[src/rtl/spike_rate_decoder.sv]
// spike_rate_decoder
//   Counts rising edges of a single-bit spike train over fixed windows of
//   WINDOW_LEN clock cycles and presents one saturating rate sample per
//   window through a one-entry valid/ready holding register.
//
// Optional feature (macro SPIKE_RATE_THRESH_EN):
//   adds input `thresh` and output `out_class`; out_class is registered with
//   out_count and is 1 when the window's final count >= thresh (thresh is
//   sampled on the window's last cycle).
//
// Parameters:
//   WINDOW_LEN  window length in clock cycles (2..65535)
//   CNT_W       spike count width; count saturates at 2^CNT_W-1
//
// Ports:
//   clk        system clock, rising edge
//   rst        synchronous active-high reset
//   spike_in   spike level from the neuron
//   enable     run/stop control for windowing
//   clr_ovr    clears the sticky overrun flag
//   out_count  spike count of the completed window
//   out_sat    the window's count saturated
//   out_valid  output sample pending
//   out_ready  consumer accepts the sample when out_valid & out_ready
//   overrun    sticky: a window result was dropped
//   busy       high while arming or counting
module spike_rate_decoder #(
  parameter int unsigned WINDOW_LEN = 16,
  parameter int unsigned CNT_W      = 4
) (
  input  logic             clk,
  input  logic             rst,
  input  logic             spike_in,
  input  logic             enable,
  input  logic             clr_ovr,
`ifdef SPIKE_RATE_THRESH_EN
  input  logic [CNT_W-1:0] thresh,
  output logic             out_class,
`endif
  output logic [CNT_W-1:0] out_count,
  output logic             out_sat,
  output logic             out_valid,
  input  logic             out_ready,
  output logic             overrun,
  output logic             busy
);

  localparam int unsigned WI_W = (WINDOW_LEN > 2) ? $clog2(WINDOW_LEN) : 1;
  localparam logic [WI_W-1:0] WI_LAST = WI_W'(WINDOW_LEN - 1);

  localparam logic [1:0] S_IDLE  = 2'd0;
  localparam logic [1:0] S_ARM   = 2'd1;
  localparam logic [1:0] S_COUNT = 2'd2;

  logic [1:0]       r_state;
  logic             r_prev;
  logic [WI_W-1:0]  r_wi;
  logic [CNT_W-1:0] r_acc;
  logic             r_sat;

  logic [CNT_W-1:0] r_out_count;
  logic             r_out_sat;
  logic             r_out_valid;
  logic             r_overrun;
`ifdef SPIKE_RATE_THRESH_EN
  logic             r_out_class;
`endif

  logic             w_edge;
  logic             w_acc_max;
  logic [CNT_W-1:0] w_acc_next;
  logic             w_sat_next;
  logic             w_win_end;
  logic             w_load_ok;
  logic             w_drop;
  logic             w_consume;

  always_comb begin
    w_edge     = spike_in & ~r_prev;
    w_acc_max  = (r_acc == '1);
    w_acc_next = (w_edge && !w_acc_max) ? r_acc + CNT_W'(1) : r_acc;
    w_sat_next = r_sat | (w_edge & w_acc_max);
    // Dropping enable on the last window cycle abandons the window as well:
    // the stop request takes priority over producing a result.
    w_win_end  = (r_state == S_COUNT) && enable && (r_wi == WI_LAST);
    w_load_ok  = !r_out_valid || out_ready;
    w_drop     = w_win_end && !w_load_ok;
    w_consume  = r_out_valid && out_ready;
  end

  always_ff @(posedge clk) begin
    if (rst) begin
      r_state     <= S_IDLE;
      r_prev      <= 1'b0;
      r_wi        <= '0;
      r_acc       <= '0;
      r_sat       <= 1'b0;
      r_out_count <= '0;
      r_out_sat   <= 1'b0;
      r_out_valid <= 1'b0;
      r_overrun   <= 1'b0;
`ifdef SPIKE_RATE_THRESH_EN
      r_out_class <= 1'b0;
`endif
    end else begin
      case (r_state)
        S_IDLE: begin
          if (enable) r_state <= S_ARM;
        end
        S_ARM: begin
          // Capturing the current level here keeps a spike that is already
          // high at start-up from being counted as an edge.
          r_prev  <= spike_in;
          r_wi    <= '0;
          r_acc   <= '0;
          r_sat   <= 1'b0;
          r_state <= enable ? S_COUNT : S_IDLE;
        end
        S_COUNT: begin
          if (!enable) begin
            r_state <= S_IDLE;
          end else begin
            r_prev <= spike_in;
            if (w_win_end) begin
              r_wi  <= '0;
              r_acc <= '0;
              r_sat <= 1'b0;
            end else begin
              r_wi  <= r_wi + WI_W'(1);
              r_acc <= w_acc_next;
              r_sat <= w_sat_next;
            end
          end
        end
        default: r_state <= S_IDLE;
      endcase

      if (w_win_end && w_load_ok) begin
        r_out_count <= w_acc_next;
        r_out_sat   <= w_sat_next;
        r_out_valid <= 1'b1;
`ifdef SPIKE_RATE_THRESH_EN
        r_out_class <= (w_acc_next >= thresh);
`endif
      end else if (w_consume) begin
        r_out_valid <= 1'b0;
      end

      if (w_drop) begin
        r_overrun <= 1'b1;
      end else if (clr_ovr) begin
        r_overrun <= 1'b0;
      end
    end
  end

  assign out_count = r_out_count;
  assign out_sat   = r_out_sat;
  assign out_valid = r_out_valid;
  assign overrun   = r_overrun;
  assign busy      = (r_state != S_IDLE);
`ifdef SPIKE_RATE_THRESH_EN
  assign out_class = r_out_class;
`endif

endmodule

[config.mk]
export PLATFORM = sky130hd
export DESIGN_NAME = spike_rate_decoder
export DESIGN_NICKNAME = d
export VERILOG_FILES = /design/src/rtl/spike_rate_decoder.sv
export SDC_FILE = /design/constraint.sdc
export NUM_CORES = 1
export LEC_CHECK = 0
export ABC_AREA = 1
export CORE_MARGIN = 10
export CORE_UTILIZATION = 55
export DETAILED_ROUTE_END_ITERATION = 8
export GPL_TIMING_DRIVEN = 0
export HOLD_SLACK_MARGIN = 0.15
export PLACE_DENSITY = 0.81
export SETUP_SLACK_MARGIN = 0.5
export SYNTH_ARGS = -nofsm -noshare
export SYNTH_HDL_FRONTEND = slang
export SYNTH_SLANG_ARGS = --single-unit
[constraint.sdc]
create_clock -name clk -period 2.2 [get_ports clk]
set_input_delay 0.44 -clock clk [delete_from_list [all_inputs] [get_ports clk]]
set_output_delay 0.44 -clock clk [all_outputs]
set_load 0.01 [all_outputs]
# Yosys cells after proc, flatten, opt, wreduce, memory -nomap -nowiden
# Cells that the tools add are included.
# Widths: inputs -> output; s select.
# word_totals
reg_bits	19
wordCells	59
# classes
addsub	2
n_eq_ne	7
n_mux	20
n_bitwise	4
n_reduce_logical	17
# op_table
op	n
$mux 4	5
$pmux 4 s2	2
$add 4x1->4 const B	2
$eq 4x4->1 const B	2
$reduce_bool 2->1	4
$mux 1	7
$logic_and 1x1->1	6
$mux 2	3
$ne 2x2->1 const B	3
$pmux 2 s3	1
$pmux 1 s2	2
$reduce_and 2->1	2
$logic_not 1->1	3
$and 1x1->1	2
$eq 2x1->1 const B	1
$eq 2x2->1 const B	1
$logic_not 2->1	1
$logic_or 1x1->1	1
$not 1->1	1
$or 1x1->1	1

# Longest topological paths before layout
# Gate-level depths: netlist (run 1).
# logic_depth
ltp_word	7
mapped_depth	8
depth_no_buf	8

# Worst setup path before layout (run 1)
# Ideal clock, no wire load.
# synth_path
kind	register to register
startpoint	register r_wi[0]
endpoint	register r_out_sat (netlist: out_sat)
arrival_time_ps	1066
slack_ps	1018
path_stages_with_launch	7
path_buffers	0
path_cell_list	dfxtp_1 -> ha_1 -> nand3_2 -> nor2_4 -> nand2_4 -> o21ai_0 -> nor2_1
# synth_via
elab_chain_len	3
# synth_lines
element	line	rtl
from (decl)	57	logic [WI_W-1:0] r_wi;
from (signal assigned)	129	r_wi <= r_wi + WI_W'(1);
$eq 4x4->1	85	w_win_end = (r_state == S_COUNT) && enable && (r_wi == WI_LAST);
$logic_and 1x1->1	85	
$logic_and 1x1->1	138	if (w_win_end && w_load_ok) begin
to (signal assigned)	140	r_out_sat <= w_sat_next;
to (decl)	62	logic r_out_sat;
# Every way passes these cells.
# A chain may end at the register's enable or synchronous reset.

# Worst setup path after layout (run 1)
# layout_path
startpoint	register r_out_count[2] (netlist: out_count[2])
endpoint	output port out_count[2]
# layout_rtl
element	line	rtl
from (decl)	61	logic [CNT_W-1:0] r_out_count;
from (signal assigned)	139	r_out_count <= w_acc_next;
to (decl)	40	output logic [CNT_W-1:0] out_count,
# No word-level cell between the ends.

==> results of run 1 <==
Yosys cell counts (all sizes together):
library cell | number | area, um^2
a211oi | 1 | 12.51
a21oi | 14 | 73.82
a22oi | 1 | 7.510
clkbuf | 1 | 3.750
clkinv | 1 | 8.760
dfxtp | 19 | 380.4
ha | 2 | 25.02
inv | 16 | 60.06
nand2 | 34 | 140.1
nand3 | 9 | 62.56
nand4 | 2 | 12.51
nor2 | 14 | 75.07
o21ai | 6 | 33.78
o21bai | 1 | 7.510
xnor2 | 1 | 8.760
registers in the layout, indices dropped and copies added (netlist names):
name and cells:
out_count 4, r_acc 4, r_wi 4, r_state 2, out_sat 1, out_valid 1, overrun 1, r_prev 1
r_sat 1
through the flow:
| step | utilization (%) | std cells |
|---|---|---|
| 6_report | 70.78 | 155 |
| 5_1_grt | 70.78 | 155 |
| 4_1_cts | 70.78 | 155 |
| 3_5_place_dp | 68.91 | 151 |
| 3_3_place_gp | 68.91 | 151 |
| 2_1_floorplan | - | 122 |
how the worst min path moves through the flow:
stage                          to  slack (ns)  depth (start not counted)
after global placement    overrun        0.46                          2
after CTS                 overrun        0.48                          2
after detailed placement  overrun        0.46                          2
after global routing      overrun        0.50                          2
final                     overrun        0.47                          2
after floorplan           r_wi[1]        0.46                          2
routing by layer:
layer | share of wire, % | global-route usage, % | wire [um] | vias up
met3 | 7.6 | 3.340 | 136 | 4
li1 | - | - | - | 429
met5 | 0 | 0 | 0 | -
met4 | 1.3 | 3.762 | 24 | 0
met2 | 48 | 17.61 | 864 | 19
met1 | 43 | 11.54 | 775 | 377
layout make-up:
cell class | count | area [um^2]
inverters | 17 | 68.82
repair buffers | 13 | 128.9
plain buffers | 1 | 3.754
clock buffers | 3 | 22.52
clock inverters | 1 | 5.005
multi-input cells | 85 | 459.2
flip-flops and latches | 19 | 382.9
well taps | 16 | 20.02
fillers | 132 | 450.4
power breakdown:
group	total (uW)	internal (uW)	switching, uW
clock	176	67.8	108
combinational	47.2	18.6	28.6
sequential	352	348	4.24
cell families (layout without fill, tap and decap cells):
group                    after synthesis  after routing  share of synthesized area, %
AND/OR/NAND/NOR                       59             59                         31.82
AO/OA/AOI/OAI                         23             23                         14.81
flip-flops                            19             19                         41.70
buffers and inverters                 18             35                         7.956
adder cells (fa/ha/maj)                2              2                         2.743
XOR/XNOR                               1              1                        0.9604
what timing repair did:
item / CTS / global route
resized for setup: 3 / 0
setup endpoints to repair: 1 / 0
buffers inserted: 0 / 0
==> summary.md, run 1 <==
The via count of the first global-routing pass was 715; the time the worst path needs with I/O delays and setup was 1.635 ns. TritonCTS built the clock tree. The share of the clock period used by the worst path after layout is 74.31%.

The count of final max-slew check failures was 0. Maximum root-to-sink buffer count: 2. The number of stages on the worst setup path works out to 1. Yosys printed 0 warnings. For the violation count after the first detailed-routing iteration, the log shows 16. In this run the core area contains 14 standard-cell rows. The mean post-synth cell area was 7.476 um^2. The finished cells cover 1091 um^2. In this run the count of I/O pins placed on the die edge is 14. Power density over cell area: 527.6 nW/um^2. The region available for standard cell placement spans 1541 um^2. Number of antenna violations at the first check in global routing: 0. In this run the horizontal extent of the chip is 60.73 um.

The detailed-route via count came out at 829. Across all register-to-register paths, the minimum setup slack is 0.86 ns. Once detailed placement completed, the half-perimeter wirelength came to 1.419 mm.

The run finished with clean final reports. In the final routed layout, each cell accounts on average for 11.61 um. Setup violations remaining at the end of the flow were counted as 0. The tools report the critical path startpoint category as a flip-flop.

For the initial cell density of the core, the log shows 59.17%. The floorplan step defined a die boundary enclosing 3688 um^2. Input and output buffers added on the ports amount to 13. The critical path goes through clkdlybuf4s50_1.

For this run, the slowest stage of the critical path takes 0.54 ns. The first global-routing pass estimated 2.953 mm of wire. The remaining design rule violation count is 0. The tightest hold path in the finished design has a slack of 0.4712 ns. Wires add up to 1.800 mm.

For this design, the slowest cell found on the critical path is sky130_fd_sc_hd__clkdlybuf4s50_1. In this run the tightest slew margin relative to its limit is 65.85%. The area growth from synthesis to final layout was 19.62%. The share of layout cells above drive strength 1 came out at 14.39%. The number of hold buffers added after CTS was 0. The worst register-to-register path begins at r_acc[0].

At the pin with the least slew margin, the transition time is 0.5122 ns. The count of final hold-check violations came out at 0. The library cells used most frequently in the layout, excluding fill and tap cells, are 31 x sky130_fd_sc_hd__nand2_1, 17 x sky130_fd_sc_hd__dfxtp_1, 14 x sky130_fd_sc_hd__inv_1.

For the highest attainable clock frequency, the log shows 0.6117 GHz. At the end of routability-driven placement, the weighted congestion stood at 0.8369. The mapped netlist covers 912.1 um^2. The total of flip-flops plus latches after synthesis was 19. The source of the worst hold timing path is overrun.

Across all setup checks in the final design, the least slack found is 0.5652 ns. The power consumption is 575.6 uW, and the count of cell types in the netlist is 24. At the placement stage, the worst setup path has a slack of 0.4897 ns.

The run gives 0 as the reported max-cap violation count. The detail route stage leaves a number of antenna-violating nets equal to 0. The maximum level of the CTS H-tree was 1. The setup total negative slack is 0 ns, and the clock buffer count from CTS is 3.

The path class of the tightest hold or removal check is flip-flop to flip-flop. The first detailed-routing pass ran for 4 iterations. In this run the worst setup path begins at out_count[2]. Entering global routing, the biggest net connects 12 pins. The worst setup path is captured at an output pin. After clock tree synthesis, the clock-pin slew on the worst setup and hold paths is 0.10 ns.

The tools report the data arrival time of the critical path as 1.19 ns. Maximum fanout encountered on the critical timing path: 2. The repair_antennas step left the layout with diodes totalling 0. Setup repair after global routing left no endpoint under its margin.

The leakage power summed over all cells came out at 0.0004355 uW. The number of sinks driven by the clock tree was 19. The net count of the finished layout was 148; the post-synth net total was 130.

Summed over all layers, the global routing overflow is 0. For the final database, setup skew stands at 0.005385 ns. The worst-case IR drop observed on VDD is 0.0003589 V. Data on the critical path is required at its endpoint by 1.76 ns. The critical path endpoint is out_count[2].

Insertion delay of the later-clocked pin in the worst-skew pair: 0.30 ns. The tree is rooted in a sky130_fd_sc_hd__clkbuf_4. Post-synthesis instance total: 122. The capture instance of the worst register-to-register path was r_acc[1]. Summing the sequential cell areas from Yosys gives 41.70% of the chip area. The tools report the placed standard-cell area as 1062 um^2.

Most frequent standard cell in the layout excluding fill and tap cells: sky130_fd_sc_hd__nand2_1. The count of buffering cells on the critical path with inverters included was 1; the per-cell via count in the routed design was 5.348. The kind of cell adding the most delay to the critical path was buffers and inverters. Counting cells, the worst reg-to-reg path comes to 8. In the global route stage, overall resource usage came out at 10.26%. The critical path in this run is classified as flip-flop to output pin. The die height was 60.73 um.
No activity file was read; power rests on OpenSTA's default activity.
==> run 2, diff against run 1 <==
--- a/config.mk
+++ b/config.mk
@@ -7,11 +7,11 @@
 export LEC_CHECK = 0
 export ABC_AREA = 1
 export CORE_MARGIN = 10
-export CORE_UTILIZATION = 55
+export CORE_UTILIZATION = 46
 export DETAILED_ROUTE_END_ITERATION = 8
 export GPL_TIMING_DRIVEN = 0
 export HOLD_SLACK_MARGIN = 0.15
-export PLACE_DENSITY = 0.81
+export PLACE_DENSITY = 0.73
 export SETUP_SLACK_MARGIN = 0.5
 export SYNTH_ARGS = -nofsm -noshare
 export SYNTH_HDL_FRONTEND = slang
==> constraint.sdc (replaced) <==
create_clock -name clk -period 1.3 [get_ports clk]
set_input_delay 0.26 -clock clk [delete_from_list [all_inputs] [get_ports clk]]
set_output_delay 0.26 -clock clk [all_outputs]
set_load 0.01 [all_outputs]
==> run 2 against run 1 <==
  * Critical path depth is 5 higher
  * Via count is 5.3% higher
  * Clock skew is 0.0046 ns higher
  * Sequential power is 68% higher
  * Worst hold slack worse by 0.14 ns
  * Clock power is 79% higher
==> summary.md, run 2 (synthesized netlist as in run 1, its figures left out) <==
The flow ran to the end, and the final reports show no timing, DRC or antenna violations. After floorplanning, the core was divided into 16 placement rows. The tools report the top-level port count as 14. The worst setup path is captured at a flip-flop. The die height works out to 64.53 um.

Static timing analysis puts the maximum clock frequency at 0.8107 GHz. Max-cap violations in this run came to 0. In this design, the stage delay of the slowest critical-path cell is 0.38 ns.

0 antenna diodes ended up in the layout. The later pin in the worst-skew pair is clocked with a latency of 0.30 ns. For this run, design rule violations remaining after detail routing come to 0. Traced cell by cell, the critical path runs through ha_4 > nand3_4 > inv_2 > nor2_4 > nand2_1 > a21oi_2.

The critical path startpoint category was a flip-flop. The post-detailed-routing wire length is 2.185 mm, and the final non-filler cell total is 181. Global routing consumed, over all layers together, 10.66% of the routing resources. The power density over cell area was 734.6 nW/um^2; the worst hold path cell count was 2. The tools report the number of sinks driven by the clock tree as 19.

Leaving out fill and tap cells, the most frequent cells in the layout are 24 x sky130_fd_sc_hd__nand2_1, 12 x sky130_fd_sc_hd__buf_6, 11 x sky130_fd_sc_hd__nor2_1. Across all register-to-register paths, the minimum setup slack is 0.07 ns. Relative to the synthesized area, the layout overhead comes to 52.68%. The count of final max-slew check failures was 0; the measured slew at the worst slew-check pin was 0.3444 ns. Entering global routing, the biggest net connects 13 pins. The hold buffer count at cts is 0, and the placed wire-length estimate after detailed placement is 1.473 mm. The run gives 0.0005758 V as the largest vdd supply drop. Buffers inserted during clock tree synthesis total 3. The tools report the capture instance of the worst register-to-register path as r_wi[3].

The path type of the worst min-delay path was input pin to flip-flop. The run gives 0 ns as the setup total negative slack. In the final layout, the multi-input gates occupy 570.5 um^2. The detailed-route wire length per cell works out to 12.07 um. The worst clock skew on the final layout was 0.009989 ns; the global placer's final weighted congestion was 0.7439. For the maximum level of the CTS H-tree, the log shows 1. Dividing the final minimum period by the clock period gives 94.88%. Counting along the longest clock path gives a buffer depth of 2. Setup repair after global routing could not meet its margin everywhere.

The time the worst path needs with I/O delays and setup is 1.233 ns. The total setup violations reported at the end of the flow came out at 0. Measured along the x axis, the die boundary spans 64.53 um.

The logs give 4164 um^2 for the full die area and 72.46% for the post-layout utilization of the core. The tools report the via count of the first global-routing pass as 825. Measured in cells, the most critical reg-to-reg path has a length of 6.

The initial cell density of the core was 47.46%. The count of buffering cells on the critical path with inverters included came out at 1. Number of antenna violations at the first check in global routing: 0.

The share of layout cells above drive strength 1 is 53.25%, and the number of search-and-repair iterations in the first detailed-routing pass is 4. The critical path is of the flip-flop to flip-flop type. The data arrival time of the critical path is 1.48 ns, and the leakage power summed over all cells is 0.0005441 uW. The launching point of the worst reg2reg path is r_wi[0]. After clock tree synthesis, the clock-pin slew on the worst setup and hold paths is 0.12 ns. Port buffering added 13 buffers. In the final layout, flip-flops and latches occupy 404.1 um^2. Headroom to the max-slew limit: 77.01%. TritonCTS built the clock tree. The tools report the source of the worst hold timing path as rst.

Most frequent standard cell in the layout excluding fill and tap cells: sky130_fd_sc_hd__nand2_1. The core footprint was 1922 um^2; the post-placement cell count was 162. The count of nets left with antenna violations once routing finished came out at 0.

The kind of cell adding the most delay to the critical path was simple AND/OR/NAND/NOR gates. The tools report the count of final hold-check violations as 0. For hold timing, the worst endpoint is r_wi[0]. Across all hold checks on the routed design, the worst slack comes to 0.3280 ns. In this run, the number of DRC markers left after iteration 0 of detailed routing was 26.

The maximum fanout encountered on the critical timing path came out at 7. Summed over all layers, the global routing overflow is 0. The per-cell via count in the routed design is 4.823. The detailed-route via count is 873, and the net count of the finished layout is 163. The run gives 3.622 mm as the first-pass GRT wire length.

The final-layout fill cell count is 148, and the required time reported for the critical path endpoint is 1.55 ns. On the critical path, the stage with the largest delay is an instance of sky130_fd_sc_hd__dfxtp_4. The buffer cell driving the clock tree root is sky130_fd_sc_hd__clkbuf_4.
-- run 2: changes by cell type in the layout (fill, tap and decap cells not counted), moves of 3 or more --
cell	delta
sky130_fd_sc_hd__buf_6	+12
sky130_fd_sc_hd__nand2_1	-7
sky130_fd_sc_hd__clkdlybuf4s50_1	-10
sky130_fd_sc_hd__o21ai_0	-3
sky130_fd_sc_hd__o21ai_2	+3
sky130_fd_sc_hd__dfxtp_2	+8
sky130_fd_sc_hd__a21oi_2	+8
sky130_fd_sc_hd__dfxtp_1	-11
sky130_fd_sc_hd__inv_1	-4
sky130_fd_sc_hd__a21oi_1	-8
sky130_fd_sc_hd__nand3_1	-3
sky130_fd_sc_hd__dfxtp_4	+3
sky130_fd_sc_hd__nand2_2	+6
sky130_fd_sc_hd__buf_4	+10
-- run 2: worst max path at each step --
stage | from | end | slack, ns | cells after the start
after floorplan | r_wi[0] | out_sat | 0.25 | 6
after global placement | enable | out_count[0] | -0.24 | 7
after detailed placement | enable | out_count[0] | -0.25 | 7
after CTS | r_wi[0] | r_acc[0] | 0.11 | 6
after global routing | r_acc[1] | r_acc[1] | 0.03 | 8
final | r_wi[0] | r_wi[3] | 0.07 | 6
-- run 2: cell type report --
type | count | area share, %
Buffer | 1 | 0.9883
Clock inverter | 1 | 0.5391
Clock buffer | 3 | 1.617
Timing Repair Buffer | 28 | 18.96
Inverter | 17 | 5.481
Tap cell | 27 | 2.426
Sequential cell | 19 | 29.02
Multi-Input combinational cell | 85 | 40.97
-- run 2: power breakdown --
part	internal [uW]	switching, uW	total [uW]	leakage, uW
Combinational	52.8	65.0	118	0.000369
Clock	117	198	315	0.0000139
Sequential	583	6.68	590	0.000161
-- run 2: worst reg2reg max path: stages (launching register included) --
cell and delay, ns:
sky130_fd_sc_hd__dfxtp_4 0.38, sky130_fd_sc_hd__ha_4 0.16, sky130_fd_sc_hd__nand3_4 0.09, sky130_fd_sc_hd__inv_2 0.05, sky130_fd_sc_hd__nor2_4 0.20, sky130_fd_sc_hd__nand2_1 0.14, sky130_fd_sc_hd__a21oi_2 0.16
-- run 2: per-layer routing --
metal | global-route usage (%) | vias up | part of all wire (%) | routed length, um
li1 | - | 458 | - | -
met1 | 12.52 | 397 | 48 | 1041
met2 | 17.86 | 12 | 47 | 1036
met3 | 2.577 | 6 | 2.6 | 57
met4 | 4.813 | 0 | 2.3 | 51
met5 | 0 | - | 0 | 0
-- run 2: timing repair --
action / in CTS / in global routing
setup endpoints to repair: 27 / 26
cloned: 1 / 0
buffers inserted: 8 / 6
gates resized for setup: 65 / 19
pin swaps: 9 / 8
-- run 2: stage by stage --
stage	total power, uW	cell area, um^2	setup slack, ns
after detailed placement	697.9	1139	-0.2544
final	1023	1393	0.06653
after global routing	1065	1393	0.02632
after floorplan	661.7	974.7	0.2522
after CTS	1007	1290	0.1106
after global placement	695.5	1139	-0.2366
==> run 3, diff against run 2 <==
--- a/config.mk
+++ b/config.mk
@@ -7,11 +7,12 @@
 export LEC_CHECK = 0
 export ABC_AREA = 1
 export CORE_MARGIN = 10
-export CORE_UTILIZATION = 46
+export CORE_UTILIZATION = 49
+export CTS_BUF_LIST = sky130_fd_sc_hd__clkbuf_8
 export DETAILED_ROUTE_END_ITERATION = 8
 export GPL_TIMING_DRIVEN = 0
 export HOLD_SLACK_MARGIN = 0.15
-export PLACE_DENSITY = 0.73
+export PLACE_DENSITY = 0.74
 export SETUP_SLACK_MARGIN = 0.5
 export SYNTH_ARGS = -nofsm -noshare
 export SYNTH_HDL_FRONTEND = slang
==> run 3 against run 2 <==
  * Wire length is 7.9% higher
  * Fmax grew 2.5%
  * First-iteration DRC count fell by 42%
  * Combinational power is 3% lower
  * Critical endpoint is now r_acc[2]
  * Setup slack improved by 0.030 ns
==> summary.md, run 3 (synthesized netlist as in run 1, its figures left out) <==
The run finished with clean final reports. Counting every sink on the clock net gives 19. The run gives 3 as the clock buffer count from CTS. The global placer's final weighted congestion came out at 0.7071.

In the final layout, the share of cells above drive strength 1 is 49.03%. Setup repair after global routing could not meet its margin everywhere. Top-level port count: 14. The worst-case IR drop observed on VDD is 0.0008160 V.

After detailed routing, the total wire length is 2.357 mm. The first global-routing pass estimated 3.774 mm of wire. The tools report the headroom to the max-slew limit as 79.92%. The worst register-to-register path ends at r_acc[2]. Via count of the first global-routing pass: 848.

Along the worst hold path, the cell count comes to 3. The count of buffering cells on the critical path with inverters included works out to 2. Path type of the worst min-delay path: input pin to flip-flop.

The worst setup path category is flip-flop to flip-flop. Number of cells traversed by the worst register-to-register path: 7. The clock arrives with 0.001938 ns of skew. The reported max-cap violation count is 0.

For this design, the slowest cell found on the critical path is sky130_fd_sc_hd__dfxtp_4. For the worst-skew pair, the clock arrives at the later sink with an insertion delay of 0.26 ns. The full die area came out at 3987 um^2. The overall die width works out to 63.15 um.

The run gives 0 as the total setup violations reported at the end of the flow. The per-cell via count in the routed design came out at 4.978. Global routing used 11.48% of the available tracks across all layers.

For the power consumption, the log shows 1116 uW. In this run the deepest clock path goes through 2 buffers. The number of search-and-repair iterations in the first detailed-routing pass was 4; the core footprint was 1745 um^2. In this run, the number of DRC markers left after iteration 0 of detailed routing was 15.

The power density over cell area came out at 801.9 nW/um^2. Data arrives at the worst endpoint at 1.40 ns. After filler insertion, the fill cell instance count of the layout stands at 120.

The tools report the endpoint of the worst hold path as r_state[0]. The tools report the count of final hold-check violations as 0. 0 antenna diodes ended up in the layout. Critical path startpoint category: a flip-flop. Source of the worst hold timing path: enable. The post-placement cell count was 160; the initial cell density of the core was 52.26%. The time the worst path needs with I/O delays and setup is 1.204 ns.

The placed wire-length estimate after detailed placement is 1.482 mm, and the share of the clock period used by the worst path after layout is 92.58%. The tools report the buffer cell driving the clock tree root as sky130_fd_sc_hd__clkbuf_8. Net count of the finished layout: 164.

Static timing analysis puts the maximum clock frequency at 0.8308 GHz. In the post-route analysis, the smallest setup slack over all paths is 0.09640 ns. Of all nets on the critical path, the largest fanout is 4.

The remaining design rule violation count is 0, and the measured slew at the worst slew-check pin is 0.3005 ns. The maximum level of the CTS H-tree is 1, and the clock transition at the register clock pins on the worst setup and hold paths after CTS is 0.07 ns. Walking the worst path, the cells encountered are ha_4 > nand3_4 > inv_2 > nor2_4 > buf_12 > nand3_1 > a21oi_1.

For the count of final max-slew check failures, the log shows 0. The most frequent standard cell in the layout excluding fill and tap cells is sky130_fd_sc_hd__nand2_1. The number of antenna violations at the first check in global routing was 0; the die height was 63.15 um.

Detailed-route via count: 896. TritonCTS built the clock tree. For this run, the slowest stage of the critical path takes 0.36 ns. The setup slack on the worst flop-to-flop path is 0.1 ns. In the layout the commonest cells are 27 x sky130_fd_sc_hd__nand2_1, 13 x sky130_fd_sc_hd__buf_4, 11 x sky130_fd_sc_hd__inv_1, 11 x sky130_fd_sc_hd__nor2_1, 10 x sky130_fd_sc_hd__dfxtp_2. For the placement-stage worst setup slack, the log shows -0.2435 ns. Number of core rows: 15. The startpoint identified for the worst register-to-register timing path is r_wi[0]. Final non-filler cell total: 180. The cell family contributing the most delay on the critical path is flip-flops. After detailed routing, the average wire length per cell comes to 13.09 um.

Input and output buffers added on the ports amount to 13. The capturing element type of the critical path was a flip-flop. Area growth from synthesis to final layout: 52.54%. The pin count of the biggest net entering global routing is 11.

The tools report the remaining number of nets flagged by the antenna check after routing as 0. For the hold buffer count at cts, the log shows 0. In this run the static leakage power is 0.0005602 uW. Data on the critical path is required at its endpoint by 1.49 ns. After global routing the overflow that remains totals 0.
==> run 3: cell count changes in the layout (fill, tap and decap cells not counted), moves of 2 or more <==
| cell | delta |
|---|---|
| sky130_fd_sc_hd__buf_6 | -3 |
| sky130_fd_sc_hd__nand2_1 | +3 |
| sky130_fd_sc_hd__clkbuf_8 | +3 |
| sky130_fd_sc_hd__a21oi_2 | -3 |
| sky130_fd_sc_hd__o21ai_1 | -2 |
| sky130_fd_sc_hd__nand2_2 | -3 |
| sky130_fd_sc_hd__a21oi_1 | +3 |
| sky130_fd_sc_hd__nand3_1 | +2 |
| sky130_fd_sc_hd__nand3_2 | -2 |
| sky130_fd_sc_hd__buf_4 | +3 |
| sky130_fd_sc_hd__clkbuf_4 | -3 |
==> run 3: stage by stage <==
stage | hold WS [ns] | utilization, % | setup TNS, ns | area, um^2
2_1_floorplan | 0.3255 | - | 0 | 974.7
3_3_place_gp | 0.4502 | 65.09 | -2.801 | 1136
3_5_place_dp | 0.4706 | 65.09 | -3.159 | 1136
4_1_cts | 0.4009 | 75.91 | 0 | 1325
5_1_grt | 0.4453 | 79.71 | 0 | 1391
6_report | 0.4230 | 79.71 | 0 | 1391
==> run 3: per-layer routing <==
metal | part of all wire, % | vias up | wire, um | track usage [%]
met4 | 1.6 | 0 | 38 | 4.190
met5 | 0 | - | 0 | 0
li1 | - | 459 | - | -
met3 | 2.9 | 5 | 69 | 3.887
met1 | 46 | 416 | 1087 | 13.07
met2 | 49 | 16 | 1162 | 19.29
==> run 3: tightest hold or removal path, stage by stage <==
cell and delay [ns]:
sky130_fd_sc_hd__dlygate4sd2_1 0.27, sky130_fd_sc_hd__nand2_1 0.08, sky130_fd_sc_hd__nor2_1 0.04
==> run 3: report_power, final <==
group          internal [uW]  switching [uW]
clock network            210             200
logic                   49.5            65.0
registers                583            7.28
total                    843             273
==> run 3: final cells by class <==
type	instances	area (um^2)	share of cell area, %
clock buffer	3	41.29	2.968
buffer	1	13.76	0.9892
multi-input combinational	85	550.5	39.57
clock inverter	1	3.754	0.2698
sequential	19	404.1	29.05
inverter	17	73.82	5.306
timing repair buffer	29	272.8	19.60
tap	25	31.28	2.248
==> run 3: worst max path at each step <==
stage                     startpoint            to  depth (start not counted)
final                        r_wi[0]      r_acc[2]                          7
after CTS                    r_wi[0]      r_acc[3]                          7
after detailed placement      enable  out_count[1]                          7
after floorplan              r_wi[0]       out_sat                          6
after global routing         r_wi[1]  out_count[2]                          7
after global placement        enable  out_count[0]                          7
==> run 3: repair_timing <==
action                     4_1_cts  5_1_grt
cloned                           1        0
pin swaps                        8        6
setup buffers                   10        5
setup endpoints to repair       27       26
gates resized for setup         64        9
